**config.mk**
```make
export PLATFORM = sky130hd
export DESIGN_NAME = dbus_arbiter_flat
export DESIGN_NICKNAME = d
export VERILOG_FILES = /design/src/rtl/dbus_arbiter_if.sv /design/src/rtl/dbus_arbiter.sv /design/src/flat_wrapper.sv
export SDC_FILE = /design/constraint.sdc
export NUM_CORES = 1
export LEC_CHECK = 0
export CAP_MARGIN = 10
export CORE_MARGIN = 2
export CORE_UTILIZATION = 40
export DETAILED_ROUTE_END_ITERATION = 8
export DONT_BUFFER_PORTS = 1
export HOLD_SLACK_MARGIN = 0.15
export PLACE_DENSITY = 0.57
export SLEW_MARGIN = 20
export SYNTH_ARGS = -nofsm -noshare
export SYNTH_HDL_FRONTEND = slang
export SYNTH_SLANG_ARGS = --single-unit
```
**constraint.sdc**
```tcl
create_clock -name clk -period 5.86 [get_ports clk]
set_clock_uncertainty 0.1 [all_clocks]
set_input_delay 1.465 -clock clk [delete_from_list [all_inputs] [get_ports clk]]
set_output_delay 1.465 -clock clk [all_outputs]
set_load 0.02 [all_outputs]
```
**src/rtl/dbus_arbiter_if.sv**
```systemverilog
// Shared data-bus bundle: both master request/response channels plus the slave-side bus.
// The arbiter uses the master modport because it masters the peripheral bus; the slave modport is the environment's view.
interface dbus_arbiter_if;
    logic        m0_req, m1_req;
    logic        m0_we, m1_we;
    logic [31:0] m0_addr, m1_addr;
    logic [31:0] m0_wdata, m1_wdata;
    logic [1:0]  m0_mode, m1_mode;
    logic        m0_gnt, m1_gnt;
    logic        m0_done, m1_done;
    logic        m0_err, m1_err;
    logic [31:0] m0_rdata, m1_rdata;
    logic        bus_r_en, bus_w_en;
    logic [31:0] bus_r_addr, bus_w_addr;
    logic [1:0]  bus_r_mode, bus_w_mode;
    logic [31:0] bus_w_data;
    logic [31:0] bus_r_data;
    logic        bus_ack;

    modport master (
        input  m0_req, m1_req, m0_we, m1_we, m0_addr, m1_addr,
               m0_wdata, m1_wdata, m0_mode, m1_mode, bus_r_data, bus_ack,
        output m0_gnt, m1_gnt, m0_done, m1_done, m0_err, m1_err,
               m0_rdata, m1_rdata, bus_r_en, bus_w_en, bus_r_addr, bus_w_addr,
               bus_r_mode, bus_w_mode, bus_w_data
    );

    modport slave (
        output m0_req, m1_req, m0_we, m1_we, m0_addr, m1_addr,
               m0_wdata, m1_wdata, m0_mode, m1_mode, bus_r_data, bus_ack,
        input  m0_gnt, m1_gnt, m0_done, m1_done, m0_err, m1_err,
               m0_rdata, m1_rdata, bus_r_en, bus_w_en, bus_r_addr, bus_w_addr,
               bus_r_mode, bus_w_mode, bus_w_data
    );
endinterface

```
**src/rtl/dbus_arbiter.sv**
```systemverilog
// Two-master round-robin arbiter for the shared data bus, one transaction in flight,
// with a saturating timeout that completes the transfer with err when no slave acknowledges.
module dbus_arbiter #(
    parameter int TIMEOUT = 255,
    parameter int CNT_W   = 16
) (
    input logic           clk,
    input logic           rst,
    dbus_arbiter_if.master bus
);
    typedef enum logic [1:0] {IDLE, ACCESS, DONE} state_t;

    localparam logic [CNT_W-1:0] CNT_MAX = CNT_W'(TIMEOUT - 1);

    state_t           state;
    logic             last_owner, owner, t_we;
    logic [CNT_W-1:0] cnt;

    logic        pick_valid, pick, sel_we;
    logic [31:0] sel_addr, sel_wdata;
    logic [1:0]  sel_mode;

    // On a tie the master that did not own the last transaction wins.
    always_comb begin
        pick_valid = bus.m0_req | bus.m1_req;
        pick       = (bus.m0_req && bus.m1_req) ? ~last_owner : bus.m1_req;
        sel_we     = pick ? bus.m1_we    : bus.m0_we;
        sel_addr   = pick ? bus.m1_addr  : bus.m0_addr;
        sel_wdata  = pick ? bus.m1_wdata : bus.m0_wdata;
        sel_mode   = pick ? bus.m1_mode  : bus.m0_mode;
    end

    logic        finish;
    logic [31:0] cap_data;

    always_comb begin
        finish   = bus.bus_ack || (cnt == CNT_MAX);
        cap_data = (bus.bus_ack && !t_we) ? bus.bus_r_data : 32'h0;
    end

    always_ff @(posedge clk) begin
        if (rst) begin
            state          <= IDLE;
            last_owner     <= 1'b1;
            owner          <= 1'b0;
            t_we           <= 1'b0;
            cnt            <= '0;
            bus.m0_gnt     <= 1'b0;
            bus.m1_gnt     <= 1'b0;
            bus.m0_done    <= 1'b0;
            bus.m1_done    <= 1'b0;
            bus.m0_err     <= 1'b0;
            bus.m1_err     <= 1'b0;
            bus.m0_rdata   <= '0;
            bus.m1_rdata   <= '0;
            bus.bus_r_en   <= 1'b0;
            bus.bus_w_en   <= 1'b0;
            bus.bus_r_addr <= '0;
            bus.bus_w_addr <= '0;
            bus.bus_r_mode <= '0;
            bus.bus_w_mode <= '0;
            bus.bus_w_data <= '0;
        end else begin
            case (state)
                IDLE: begin
                    if (pick_valid) begin
                        owner      <= pick;
                        t_we       <= sel_we;
                        cnt        <= '0;
                        bus.m0_gnt <= ~pick;
                        bus.m1_gnt <= pick;
                        // The bus registers double as the transaction register.
                        if (sel_we) begin
                            bus.bus_w_en   <= 1'b1;
                            bus.bus_w_addr <= sel_addr;
                            bus.bus_w_data <= sel_wdata;
                            bus.bus_w_mode <= sel_mode;
                        end else begin
                            bus.bus_r_en   <= 1'b1;
                            bus.bus_r_addr <= sel_addr;
                            bus.bus_r_mode <= sel_mode;
                        end
                        state <= ACCESS;
                    end
                end
                ACCESS: begin
                    if (finish) begin
                        bus.bus_r_en   <= 1'b0;
                        bus.bus_w_en   <= 1'b0;
                        bus.bus_r_addr <= '0;
                        bus.bus_w_addr <= '0;
                        bus.bus_r_mode <= '0;
                        bus.bus_w_mode <= '0;
                        bus.bus_w_data <= '0;
                        if (owner) begin
                            bus.m1_done  <= 1'b1;
                            bus.m1_err   <= ~bus.bus_ack;
                            bus.m1_rdata <= cap_data;
                        end else begin
                            bus.m0_done  <= 1'b1;
                            bus.m0_err   <= ~bus.bus_ack;
                            bus.m0_rdata <= cap_data;
                        end
                        state <= DONE;
                    end else begin
                        cnt <= cnt + CNT_W'(1);
                    end
                end
                DONE: begin
                    bus.m0_gnt   <= 1'b0;
                    bus.m1_gnt   <= 1'b0;
                    bus.m0_done  <= 1'b0;
                    bus.m1_done  <= 1'b0;
                    bus.m0_err   <= 1'b0;
                    bus.m1_err   <= 1'b0;
                    bus.m0_rdata <= '0;
                    bus.m1_rdata <= '0;
                    last_owner   <= owner;
                    cnt          <= '0;
                    state        <= IDLE;
                end
                default: state <= IDLE;
            endcase
        end
    end
endmodule
```
**src/flat_wrapper.sv**
```systemverilog
// flat-port wrapper written by rule: the top's interface ports become plain ports
module dbus_arbiter_flat 
#(
    parameter int TIMEOUT = 255,
    parameter int CNT_W   = 16
)
  (clk, rst, bus_m0_req, bus_m1_req, bus_m0_we, bus_m1_we, bus_m0_addr, bus_m1_addr, bus_m0_wdata, bus_m1_wdata, bus_m0_mode, bus_m1_mode, bus_bus_r_data, bus_bus_ack, bus_m0_gnt, bus_m1_gnt, bus_m0_done, bus_m1_done, bus_m0_err, bus_m1_err, bus_m0_rdata, bus_m1_rdata, bus_bus_r_en, bus_bus_w_en, bus_bus_r_addr, bus_bus_w_addr, bus_bus_r_mode, bus_bus_w_mode, bus_bus_w_data);
  dbus_arbiter_if bus_i ();
  input logic clk;
  input logic rst;
  input wire logic [$bits(bus_i.m0_req)-1:0] bus_m0_req;
  input wire logic [$bits(bus_i.m1_req)-1:0] bus_m1_req;
  input wire logic [$bits(bus_i.m0_we)-1:0] bus_m0_we;
  input wire logic [$bits(bus_i.m1_we)-1:0] bus_m1_we;
  input wire logic [$bits(bus_i.m0_addr)-1:0] bus_m0_addr;
  input wire logic [$bits(bus_i.m1_addr)-1:0] bus_m1_addr;
  input wire logic [$bits(bus_i.m0_wdata)-1:0] bus_m0_wdata;
  input wire logic [$bits(bus_i.m1_wdata)-1:0] bus_m1_wdata;
  input wire logic [$bits(bus_i.m0_mode)-1:0] bus_m0_mode;
  input wire logic [$bits(bus_i.m1_mode)-1:0] bus_m1_mode;
  input wire logic [$bits(bus_i.bus_r_data)-1:0] bus_bus_r_data;
  input wire logic [$bits(bus_i.bus_ack)-1:0] bus_bus_ack;
  output wire logic [$bits(bus_i.m0_gnt)-1:0] bus_m0_gnt;
  output wire logic [$bits(bus_i.m1_gnt)-1:0] bus_m1_gnt;
  output wire logic [$bits(bus_i.m0_done)-1:0] bus_m0_done;
  output wire logic [$bits(bus_i.m1_done)-1:0] bus_m1_done;
  output wire logic [$bits(bus_i.m0_err)-1:0] bus_m0_err;
  output wire logic [$bits(bus_i.m1_err)-1:0] bus_m1_err;
  output wire logic [$bits(bus_i.m0_rdata)-1:0] bus_m0_rdata;
  output wire logic [$bits(bus_i.m1_rdata)-1:0] bus_m1_rdata;
  output wire logic [$bits(bus_i.bus_r_en)-1:0] bus_bus_r_en;
  output wire logic [$bits(bus_i.bus_w_en)-1:0] bus_bus_w_en;
  output wire logic [$bits(bus_i.bus_r_addr)-1:0] bus_bus_r_addr;
  output wire logic [$bits(bus_i.bus_w_addr)-1:0] bus_bus_w_addr;
  output wire logic [$bits(bus_i.bus_r_mode)-1:0] bus_bus_r_mode;
  output wire logic [$bits(bus_i.bus_w_mode)-1:0] bus_bus_w_mode;
  output wire logic [$bits(bus_i.bus_w_data)-1:0] bus_bus_w_data;
  assign bus_i.m0_req = bus_m0_req;
  assign bus_i.m1_req = bus_m1_req;
  assign bus_i.m0_we = bus_m0_we;
  assign bus_i.m1_we = bus_m1_we;
  assign bus_i.m0_addr = bus_m0_addr;
  assign bus_i.m1_addr = bus_m1_addr;
  assign bus_i.m0_wdata = bus_m0_wdata;
  assign bus_i.m1_wdata = bus_m1_wdata;
  assign bus_i.m0_mode = bus_m0_mode;
  assign bus_i.m1_mode = bus_m1_mode;
  assign bus_i.bus_r_data = bus_bus_r_data;
  assign bus_i.bus_ack = bus_bus_ack;
  assign bus_m0_gnt = bus_i.m0_gnt;
  assign bus_m1_gnt = bus_i.m1_gnt;
  assign bus_m0_done = bus_i.m0_done;
  assign bus_m1_done = bus_i.m1_done;
  assign bus_m0_err = bus_i.m0_err;
  assign bus_m1_err = bus_i.m1_err;
  assign bus_m0_rdata = bus_i.m0_rdata;
  assign bus_m1_rdata = bus_i.m1_rdata;
  assign bus_bus_r_en = bus_i.bus_r_en;
  assign bus_bus_w_en = bus_i.bus_w_en;
  assign bus_bus_r_addr = bus_i.bus_r_addr;
  assign bus_bus_w_addr = bus_i.bus_w_addr;
  assign bus_bus_r_mode = bus_i.bus_r_mode;
  assign bus_bus_w_mode = bus_i.bus_w_mode;
  assign bus_bus_w_data = bus_i.bus_w_data;
  dbus_arbiter #(.TIMEOUT(TIMEOUT), .CNT_W(CNT_W)) u_core (.clk(clk), .rst(rst), .bus(bus_i));
endmodule
```
* Yosys cells after proc, flatten, opt, wreduce, memory -nomap -nowiden
Index checks and enable logic that the tools add are counted.
** Cells by class
- Add/sub/neg operators :: 1
- Multiplexer cells :: 58
- Bitwise operators :: 4
- Reductions and logical operators :: 17
- Equal/unequal tests :: 10
** Operator list (number)
- two-way mux 32 bit :: 14
- case mux 32 bit (2 select lines) :: 5
- case mux 16 bit (3 select lines) :: 1
- two-way mux 16 bit :: 2
- two-way mux 1 bit :: 17
- adder 16 x 1 -> 16 bit, second input constant :: 1
- equality test 16 x 8 -> 1 bit, second input constant :: 1
- two-way mux 2 bit :: 8
- case mux 1 bit (2 select lines) :: 8
- case mux 2 bit (2 select lines) :: 3
- AND reduction 3 bit :: 3
- inequality test 2 x 1 -> 1 bit, second input constant :: 4
- AND reduction 4 bit :: 2
- inequality test 2 bit, second input constant :: 3
- AND reduction 2 bit :: 3
- nonzero test 2 bit :: 3
- inverter 1 bit :: 3
- nonzero test 3 bit :: 1
- equality test 2 x 1 -> 1 bit, second input constant :: 1
- equality test 2 bit, second input constant :: 1
- logical AND 1 bit :: 2
- zero test 2 bit :: 1
- zero test 1 bit :: 1
- logical OR 1 bit :: 1
- OR 1 bit :: 1
** Storage, ports and cells
- Register bits after elaboration :: 193
- Output and inout bits :: 172

* Logic depth before layout (Yosys ltp)
Gate-level depths: netlist of the first run.
- Word-level depth :: 6
- Gate-level depth with buffers :: 10

* Worst setup path before layout of the first run
No wires, ideal clock.
- Path kind :: input -> register
- Start point :: in bus_m1_req
- End point :: reg u_core.bus.bus_w_data[10] in the netlist's numbering
- Stages on the path :: 8
- Data required time :: 5.628 ns
- Arrival :: 2.819 ns
- Library setup time :: 0.132 ns
- Slack :: 2.810 ns
- Buffers on the path :: 3
- Cells stage by stage :: a21boi_1 -> a32oi_2 -> a221o_1 -> buf_2 -> and2_4 -> buf_6 -> buf_6 -> o2bb2ai_2
** On the way
- Word-level cells in the longest chain between the ends :: 6
- Elaborated cells between the ends (all ways) :: 11
- Classes of those cells :: 2 x eq/ne; 6 x mux; 1 x bitwise; 2 x reduce/logical
** RTL lines
- start: declaration :: line flat_wrapper.sv:12 : input wire logic [$bits(bus_i.m1_req)-1:0] bus_m1_req;
- logical AND 1 bit :: line dbus_arbiter.sv:26 : pick = (bus.m0_req && bus.m1_req) ? ~last_owner : bus.m1_req;
- two-way mux 1 bit :: line dbus_arbiter.sv:26
- two-way mux 32 bit :: line dbus_arbiter.sv:29 : sel_wdata = pick ? bus.m1_wdata : bus.m0_wdata;
- two-way mux 32 bit :: line dbus_arbiter.sv:73 : if (sel_we) begin
- two-way mux 32 bit :: line dbus_arbiter.sv:66 : if (pick_valid) begin
- case mux 32 bit (2 select lines) :: line dbus_arbiter.sv:64 : case (state)
- end signal: assignment :: line dbus_arbiter.sv:76 : bus.bus_w_data <= sel_wdata;
- end: declaration :: line dbus_arbiter_if.sv:25 : bus_r_mode, bus_w_mode, bus_w_data
Several ways; a longest one is shown, not always the timed one. The select of a mux whose other input is x is not followed.
A chain may end at the register's enable or synchronous reset.

* Final worst setup path of the first run
- Start point :: in bus_m1_req
- End point :: reg u_core.bus.bus_w_data[25] in the netlist's numbering
Same word-level chain as after synthesis.

==> flow_metrics.tcl, run 1 <==
set metrics [dict create \
    grt_max_degree 89 \
    fin_cells 1141 \
    core_mm2 0.0202 \
    rows 52 \
    ant_nets 0 \
    cap_viol_max_count 0 \
    power_switching_w 0.00142 \
    n_antenna_cell 0 \
    start_kind "input port" \
    cts-root-buf "clkbuf_16" \
    synthDistinctLibCells 52 \
    syn_area_mm2 0.00827 \
    total_power_w 0.00369 \
    wl_per_cell_um 19.1 \
    htree_levels 4 \
    grt_pass1_wl_mm 33.6 \
    holdWs_ns 0.406 \
    cts_resized 0 \
    portBuffers 0 \
    required_ns 6.08 \
    yosysWarnings 0 \
    vias_per_cell 5.69 \
    crit_type "input port to register" \
    clkLatencyLatePin_ns 0.43 \
    end_kind "register" \
    clkSinkCount 193 \
    fmax_mhz 297 \
    fin_nets 1036 \
    ctsHoldBuffers 0 \
    pre_cts_ws_ns 2.06 \
    grt_pass1_vias 5904 \
    synth-edff-count 0 \
    drt_first_pass_iters 5 \
    regToRegSetupSlack_ns 2.73 \
    die_y_um 148 \
    hold_path.class "register to register" \
    clk_pin_slew_worst_paths_ns 0.07 \
    fin_ws_ns 2.49 \
    n_fill_cell 1999 \
    combPwrFrac_pct 19.6 \
    vias 6487 \
    cts_made_buffers 17 \
    ys_seq_elements 193 \
    drt_iter0_markers 293 \
    grtUsageTotal_pct 19.1 \
    postSynth.asyncResetShare_pct 0 \
    die_area_mm2 0.0218 \
    clock_power_share_pct 32.5 \
    rsz0062_at_grt "false" \
    dp_hpwl_mm 14.4 \
    drc 0 \
    dpl.cell_count 1109 \
    outcome "completed" \
    start_util_pct 40.9 \
    p_leak_nw 3.31 \
    routed_wl_mm 21.8 \
    areaGrowthSynthToFinish_pct 8.70 \
    drv_slew 0 \
    cts_tree "yes" \
    avgSynthCellArea_um2 9.06 \
    hold_viol 0 \
    setup_violations 0 \
    tns_ns 0 \
    grt_overflow 0 \
    cts_max_path_buffers 2 \
    seqPwrFrac_pct 48.0 \
    syn_inst 913 \
    gp_congestion 0.768 \
    synth_flop_cell "dfxtp_1" \
    p_int_w 0.00227 \
    cts_setup_buffers 0 \
    ys_seq_area_share_pct 46.7 \
    swShare_pct 38.5 \
    worst_pin_slew_ns 0.978 \
    peakVddDrop_uv 182 \
    die_w_um 148 \
    fin_crit_sh_pct 57.6 \
    finalCriticalPeriod_ns 3.37 \
    powerDensity_mw_per_mm2 411 \
    drive_gt1_share_pct 10.6 \
    synthesis.nets 1091 \
    crit_arrival_ns 3.60 \
    ios 343 \
    slew_headroom_pct 34.8 \
    antenna_found_initial 0 \
    critPathMaxFanout 37 \
]
-- power by group through the flow --
stage	Sequential (W)	Combinational, W	Clock (W)
6_report	0.00177	0.000723	0.00120
5_1_grt	0.00179	0.000820	0.00129
4_1_cts	0.00178	0.000727	0.00124
3_5_place_dp	0.00181	0.000729	0
3_3_place_gp	0.00181	0.000719	0
2_1_floorplan	0.00175	0.000592	0
-- metal layers --
metal	GRT usage, %	routed length [um]	up-vias
li1	-	-	3219
met1	24.6	9410	2986
met2	30.0	9980	258
met3	7.10	2010	24
met4	5.96	380	0
met5	0	0	-
-- cell usage after synthesis, drive strengths merged, types with 3 or more instances --
cell / number / share of area, %
and4: 3 / 0.32
or4: 37 / 3.4
nor2: 52 / 2.4
mux2i: 70 / 8.5
dfxtp: 193 / 47
nor3: 3 / 0.18
nand4: 4 / 0.38
nand2b: 3 / 0.23
buf: 27 / 1.9
o21ai: 116 / 7.0
and3: 3 / 0.23
or3: 7 / 0.53
inv: 6 / 0.27
ha: 7 / 1.1
nand2: 85 / 3.9
and2: 4 / 0.33
nor4: 36 / 2.9
a21oi: 59 / 3.6
nand3: 74 / 4.5
a31oi: 6 / 0.45
clkbuf: 58 / 2.6
o2bb2ai: 33 / 5.8
-- metrics by stage --
stage                     instance area, um2  util (%)
after global routing                    8990      44.4
after CTS                               8990      44.4
after detailed placement                8370      41.3
after floorplan                         8270         -
after global placement                  8370      41.3
final                                   8990      44.4
-- cell usage in the layout (no fill, tap or decap), types with 6 or more instances in the layout --
cell type and n:
clkbuf_16 17, mux2i_1 69, or4_1 37, or3_1 7, o21ai_0 115, nor4_1 35
ha_1 6, nand3_1 73, nand2_1 85, o2bb2ai_2 30, nor2_1 52, a21oi_1 57
dfxtp_1 193, buf_4 11
-- worst paths after layout --
| check | start | end | cells past startpoint |
|---|---|---|---|
| hold / removal | u_core.cnt[6] | u_core.cnt[6] | 2 |
| setup reg to reg | u_core.state[1] | u_core.bus.m1_done | 8 |
| hold reg to reg | u_core.cnt[6] | u_core.cnt[6] | 2 |
| setup / recovery | bus_m1_req | u_core.bus.bus_w_data[25] | 6 |
-- worst max-delay path, stage by stage --
cell and delay (ns):
a21boi_1 0.15, a32oi_2 0.18, buf_4 0.41, a221o_1 0.61, and2_4 0.57, o2bb2ai_1 0.16
-- sequential cells by signal, indices dropped and copies added, names as in the netlist --
| name | cells |
|---|---|
| u_core.bus.m0_rdata | 32 |
| u_core.cnt | 16 |
| u_core.owner | 1 |
| u_core.last_owner | 1 |
| u_core.bus.m0_done | 1 |
| u_core.state | 2 |
| u_core.bus.bus_w_addr | 32 |
| u_core.bus.bus_w_mode | 2 |
| u_core.t_we | 1 |
| u_core.bus.m1_err | 1 |
| u_core.bus.bus_w_en | 1 |
| u_core.bus.bus_r_addr | 32 |
| u_core.bus.m1_gnt | 1 |
| u_core.bus.m1_rdata | 32 |
| u_core.bus.m1_done | 1 |
| u_core.bus.m0_gnt | 1 |
| u_core.bus.bus_r_mode | 2 |
| u_core.bus.bus_r_en | 1 |
| u_core.bus.m0_err | 1 |
| u_core.bus.bus_w_data | 32 |
-- layout make-up --
cell class / instances / area, um2 / area share, %
clock buffers: 17 / 425 / 4.73
clock inverters: 15 / 196 / 2.19
inverters: 6 / 23.8 / 0.265
multi-input cells: 629 / 4060 / 45.1
flip-flops and latches: 193 / 3860 / 43.0
well taps: 270 / 338 / 3.76
repair buffers: 11 / 82.6 / 0.919
-- cell families (layout without fill, tap and decap cells) --
| logic type | count (synthesis) | after routing | share of synthesized area (%) |
|---|---|---|---|
| fa+ha+maj | 7 | 7 | 1.06 |
| mux | 70 | 70 | 8.47 |
| compound gates | 230 | 230 | 18.5 |
| flops | 193 | 193 | 46.7 |
| simple gates | 322 | 322 | 20.4 |
| buf+inv | 91 | 49 | 4.84 |
(Power assumes the default switching activity.)
==> run 2, diff against run 1 <==
--- a/config.mk
+++ b/config.mk
@@ -11,7 +11,7 @@
 export DETAILED_ROUTE_END_ITERATION = 8
 export DONT_BUFFER_PORTS = 1
 export HOLD_SLACK_MARGIN = 0.15
-export PLACE_DENSITY = 0.57
+export PLACE_DENSITY = 0.59
 export SLEW_MARGIN = 20
 export SYNTH_ARGS = -nofsm -noshare
 export SYNTH_HDL_FRONTEND = slang
==> constraint.sdc (replaced) <==
create_clock -name clk -period 3.09 [get_ports clk]
set_clock_uncertainty 0.1 [all_clocks]
set_input_delay 0.7725 -clock clk [delete_from_list [all_inputs] [get_ports clk]]
set_output_delay 0.7725 -clock clk [all_outputs]
set_load 0.02 [all_outputs]
==> run 2 against run 1 <==
  * Sequential cell count unchanged
  * Setup slack worse by 2.0 ns
  * Final cell count grew 1.3%
  * Via count is 1.3% higher
  * Critical path depth rose by 2
  * Final area rose by 1.4%
==> flow_metrics.tcl, run 2 (synthesized netlist as in run 1, its figures left out) <==
set metrics [dict create \
    dp_hpwl_mm 15.3 \
    htree_levels 4 \
    finalCriticalPeriod_ns 2.61 \
    rows 52 \
    fin_crit_sh_pct 84.5 \
    path_cells "inv_1 > ha_2 > buf_4 > nor3_1 > a211oi_1 > o21ai_1 > or4b_2 > a21oi_1" \
    p_leak_nw 3.39 \
    grt_max_degree 89 \
    fmax_mhz 383 \
    ios 343 \
    slowest_delay_ns 0.65 \
    power_switching_w 0.00271 \
    cpMaxStageDelayCell "or4b_2" \
    drt_iter0_markers 348 \
    grt_pass1_vias 6021 \
    clkLatencyLatePin_ns 0.43 \
    critPathMaxFanout 33 \
    drt_first_pass_iters 4 \
    start_kind "register" \
    grtUsageTotal_pct 19.4 \
    seqPwrFrac_pct 47.5 \
    antenna_found_initial 0 \
    use_met2_pct 31.3 \
    outcome "completed" \
    cap_viol_max_count 0 \
    clkSinkCount 193 \
    cts_max_path_buffers 2 \
    grt_overflow 0 \
    die_y_um 148 \
    fin_nets 1051 \
    grt_use_met1_pct 24.8 \
    setup_violations 0 \
    layout_commonest_cell "dfxtp_1" \
    drv_slew 0 \
    cts_made_buffers 17 \
    grtUsageMet3_pct 6.36 \
    areaGrowthSynthToFinish_pct 10.2 \
    final_cell_area_mm2 0.00911 \
    cts_resized 0 \
    ctsHoldBuffers 0 \
    routed_wl_mm 22.2 \
    vias_per_cell 5.69 \
    n_antenna_cell 0 \
    die_area_mm2 0.0218 \
    fin_cells 1156 \
    top_usage_layer "met2" \
    hold_path.class "input port to register" \
    gp_congestion 0.780 \
    drive_gt1_share_pct 12.1 \
    end_kind "register" \
    core_mm2 0.0202 \
    worst_pin_slew_ns 0.640 \
    drc 0 \
    p_int_w 0.00437 \
    swShare_pct 38.3 \
    vias 6574 \
    dpl.cell_count 1124 \
    layout_common_cells "dfxtp_1 (193), o21ai_0 (115), nand2_1 (85)" \
    crit_arrival_ns 2.87 \
    worst-path-buf-inv 2 \
    powerDensity_mw_per_mm2 777 \
    ant_nets 0 \
    portBuffers 0 \
    cts-root-buf "clkbuf_16" \
    grt_pass1_wl_mm 34.1 \
    peakVddDrop_uv 333 \
    slew_headroom_pct 57.4 \
    rsz0062_at_grt "false" \
    clk_pin_slew_worst_paths_ns 0.09 \
    hold_viol 0 \
    combPwrFrac_pct 20.8 \
    cts_tree "yes" \
    cp_top_family "simple AND/OR/NAND/NOR gates" \
    die_w_um 148 \
    required_ns 3.35 \
    tns_ns 0 \
    placed_cell_area_mm2 0.00850 \
    clock_power_share_pct 31.8 \
    crit_type "register to register" \
    wl_per_cell_um 19.2 \
    start_util_pct 40.9 \
    cts_setup_buffers 0 \
]
-- run 2: changes by cell type in the layout (fill, tap and decap cells not counted) --
cell        delta
clkinv_8       -1
clkinv_2       +1
clkinv_4       -1
clkinvlp_4     +1
buf_4         +13
buf_12         +2
-- run 2: path summary, 6_finish.rpt --
path / from / slack [ns] / to / cells past startpoint
setup reg to reg: u_core.state[1] / 0.48 / u_core.cnt[6] / 8
hold reg to reg: u_core.cnt[6] / 0.41 / u_core.cnt[6] / 2
hold / removal: rst / 0.30 / u_core.bus.bus_w_addr[12] / 1
setup / recovery: u_core.state[1] / 0.48 / u_core.cnt[6] / 8
-- run 2: layer usage --
| layer | up-vias | wire [um] | part of all wire (%) |
|---|---|---|---|
| met5 | - | 0 | 0 |
| met4 | 0 | 297 | 1.3 |
| met3 | 23 | 1860 | 8.3 |
| met2 | 244 | 10400 | 47 |
| met1 | 3047 | 9680 | 44 |
| li1 | 3260 | - | - |
-- run 2: stage by stage --
step / total power, W / utilization [%] / setup slack, ns / hold WS (ns)
floorplan: 0.00445 / - / 0.732 / 0.364
global placement: 0.00489 / 42.0 / 0.516 / 0.394
detailed placement: 0.00491 / 42.0 / 0.478 / 0.394
CTS: 0.00717 / 45.0 / 0.489 / 0.278
global route: 0.00747 / 45.0 / 0.288 / 0.277
finish: 0.00708 / 45.0 / 0.478 / 0.304
-- run 2: power groups by stage --
stage | Combinational, W | Sequential, W | Clock [W]
6_report | 0.00147 | 0.00336 | 0.00225
5_1_grt | 0.00164 | 0.00340 | 0.00243
4_1_cts | 0.00148 | 0.00337 | 0.00232
3_5_place_dp | 0.00148 | 0.00343 | 0
3_3_place_gp | 0.00146 | 0.00343 | 0
2_1_floorplan | 0.00112 | 0.00332 | 0
-- run 2: layout make-up --
cell class                      count  area (um2)
Clock buffer                       17         425
Clock inverter                     15         184
Fill cell                        1962       11100
Inverter                            6        23.8
Multi-Input combinational cell    629        4060
Sequential cell                   193        3860
Tap cell                          270         338
Timing Repair Buffer               26         220
==> run 3, diff against run 2 <==
==> constraint.sdc (replaced) <==
create_clock -name clk -period 2.25 [get_ports clk]
set_clock_uncertainty 0.1 [all_clocks]
set_input_delay 0.5625 -clock clk [delete_from_list [all_inputs] [get_ports clk]]
set_output_delay 0.5625 -clock clk [all_outputs]
set_load 0.02 [all_outputs]
==> run 3 against run 2 <==
  * Sequential share of layout area decreased by 1.0 points
  * Global-route usage increased by 0.32 points
  * Critical path depth decreased by 2
  * Setup slack got worse by 0.38 ns
==> flow_metrics.tcl, run 3 (synthesized netlist as in run 1, its figures left out) <==
set metrics [dict create \
    clkLatencyLatePin_ns 0.43 \
    vias_per_cell 5.66 \
    dp_hpwl_mm 15.6 \
    die_area_mm2 0.0218 \
    path_cells "inv_1 > ha_2 > nor3b_1 > or4_1 > or4b_2 > o21ai_0" \
    cts-root-buf "clkbuf_16" \
    crit_type "register to register" \
    layout_commonest_cell "dfxtp_1" \
    portBuffers 0 \
    p_leak_nw 3.51 \
    holdWs_ns 0.178 \
    drv_slew 0 \
    vias 6662 \
    cts_max_path_buffers 2 \
    finalCriticalPeriod_ns 2.15 \
    worst-path-buf-inv 1 \
    die_w_um 148 \
    slowest_delay_ns 0.63 \
    die_y_um 148 \
    areaGrowthSynthToFinish_pct 13.0 \
    drc 0 \
    powerDensity_mw_per_mm2 1060 \
    grt_pass1_wl_mm 34.5 \
    cpMaxStageDelayCell "or4b_2" \
    end_kind "register" \
    hold_path.class "input port to register" \
    clk_pin_slew_worst_paths_ns 0.08 \
    rows 52 \
    grtUsageTotal_pct 19.7 \
    drt_iter0_markers 387 \
    cp_top_family "simple AND/OR/NAND/NOR gates" \
    peakVddDrop_uv 478 \
    setup_violations 0 \
    cts_tree "yes" \
    htree_levels 4 \
    routed_wl_mm 22.5 \
    outcome "completed" \
    antenna_found_initial 0 \
    tns_ns 0 \
    gp_congestion 0.807 \
    fmax_mhz 465 \
    worst_pin_slew_ns 0.651 \
    fin_nets 1072 \
    cts_setup_buffers 0 \
    rsz0062_at_grt "false" \
    ant_nets 0 \
    crit_arrival_ns 2.40 \
    n_antenna_cell 0 \
    hold_viol 0 \
    drive_gt1_share_pct 14.8 \
    grt_max_degree 67 \
    start_kind "register" \
    grt_overflow 0 \
    core_mm2 0.0202 \
    ios 343 \
    start_util_pct 40.9 \
    required_ns 2.50 \
    grt_pass1_vias 6163 \
    slew_headroom_pct 56.6 \
    layout_common_cells "dfxtp_1 (191), o21ai_0 (115), nand2_1 (85)" \
    fin_crit_sh_pct 95.5 \
    wl_per_cell_um 19.1 \
    cap_viol_max_count 0 \
    cts_made_buffers 17 \
    critPathMaxFanout 5 \
    clkSinkCount 193 \
    drt_first_pass_iters 5 \
]
## run 3: changes by cell type in the layout (fill, tap and decap cells not counted), moves of 2 or more
cell     before  now
buf_4        24   40
buf_12        2    7
dfxtp_1     193  191
dfxtp_2       0    2
## run 3: worst register-to-register path: stages (launching register included)
cell and delay, ns:
dfxtp_2 0.36, inv_1 0.07, ha_2 0.21, nor3b_1 0.19, or4_1 0.43, or4b_2 0.63, o21ai_0 0.10
## run 3: layout make-up
cell class / instances / area [um2]
Clock buffer: 17 / 425
Clock inverter: 15 / 184
Fill cell: 1986 / 10900
Inverter: 6 / 23.8
Multi-Input combinational cell: 629 / 4070
Sequential cell: 193 / 3870
Tap cell: 270 / 338
Timing Repair Buffer: 47 / 440
## run 3: worst paths after layout
kind,end,slack [ns],startpoint,cells after the start
hold reg to reg,u_core.cnt[14],0.41,u_core.cnt[14],2
setup / recovery,u_core.cnt[10],0.10,u_core.state[0],6
hold / removal,u_core.bus.m1_rdata[22],0.18,bus_bus_r_data[22],2
setup reg to reg,u_core.cnt[10],0.10,u_core.state[0],6
## run 3: timing repair
item                       in CTS  in global routing
setup endpoints to repair       0                 44
resized for setup               0                  5
hold buffers                    1                  0
hold endpoints to repair       50                  0
## run 3: power by group
part	internal, W	switching [W]
clock network	0.00152	0.00155
logic	0.000781	0.00142
registers	0.00382	0.000786
## run 3: layer usage
layer  global-route usage (%)  wire length, um  vias up  share of wire [%]
li1                         -                -     3288                  -
met1                     25.8             9650     3086                 43
met2                     31.6            10500      268                 47
met3                     5.77             2000       20                8.9
met4                     5.63              300        0                1.3
met5                        0                0        -                  0
## run 3: per-stage QoR
stage	instances	setup WS [ns]	util [%]	total power, W	area [um2]
floorplan	913	0.0262	-	0.00611	8270
global placement	1144	0.0704	43.0	0.00685	8710
detailed placement	1144	0.0201	43.0	0.00686	8710
CTS	1177	0.00570	46.1	0.00998	9340
global route	1177	0.00846	46.2	0.0104	9350
finish	1177	0.102	46.2	0.00987	9350
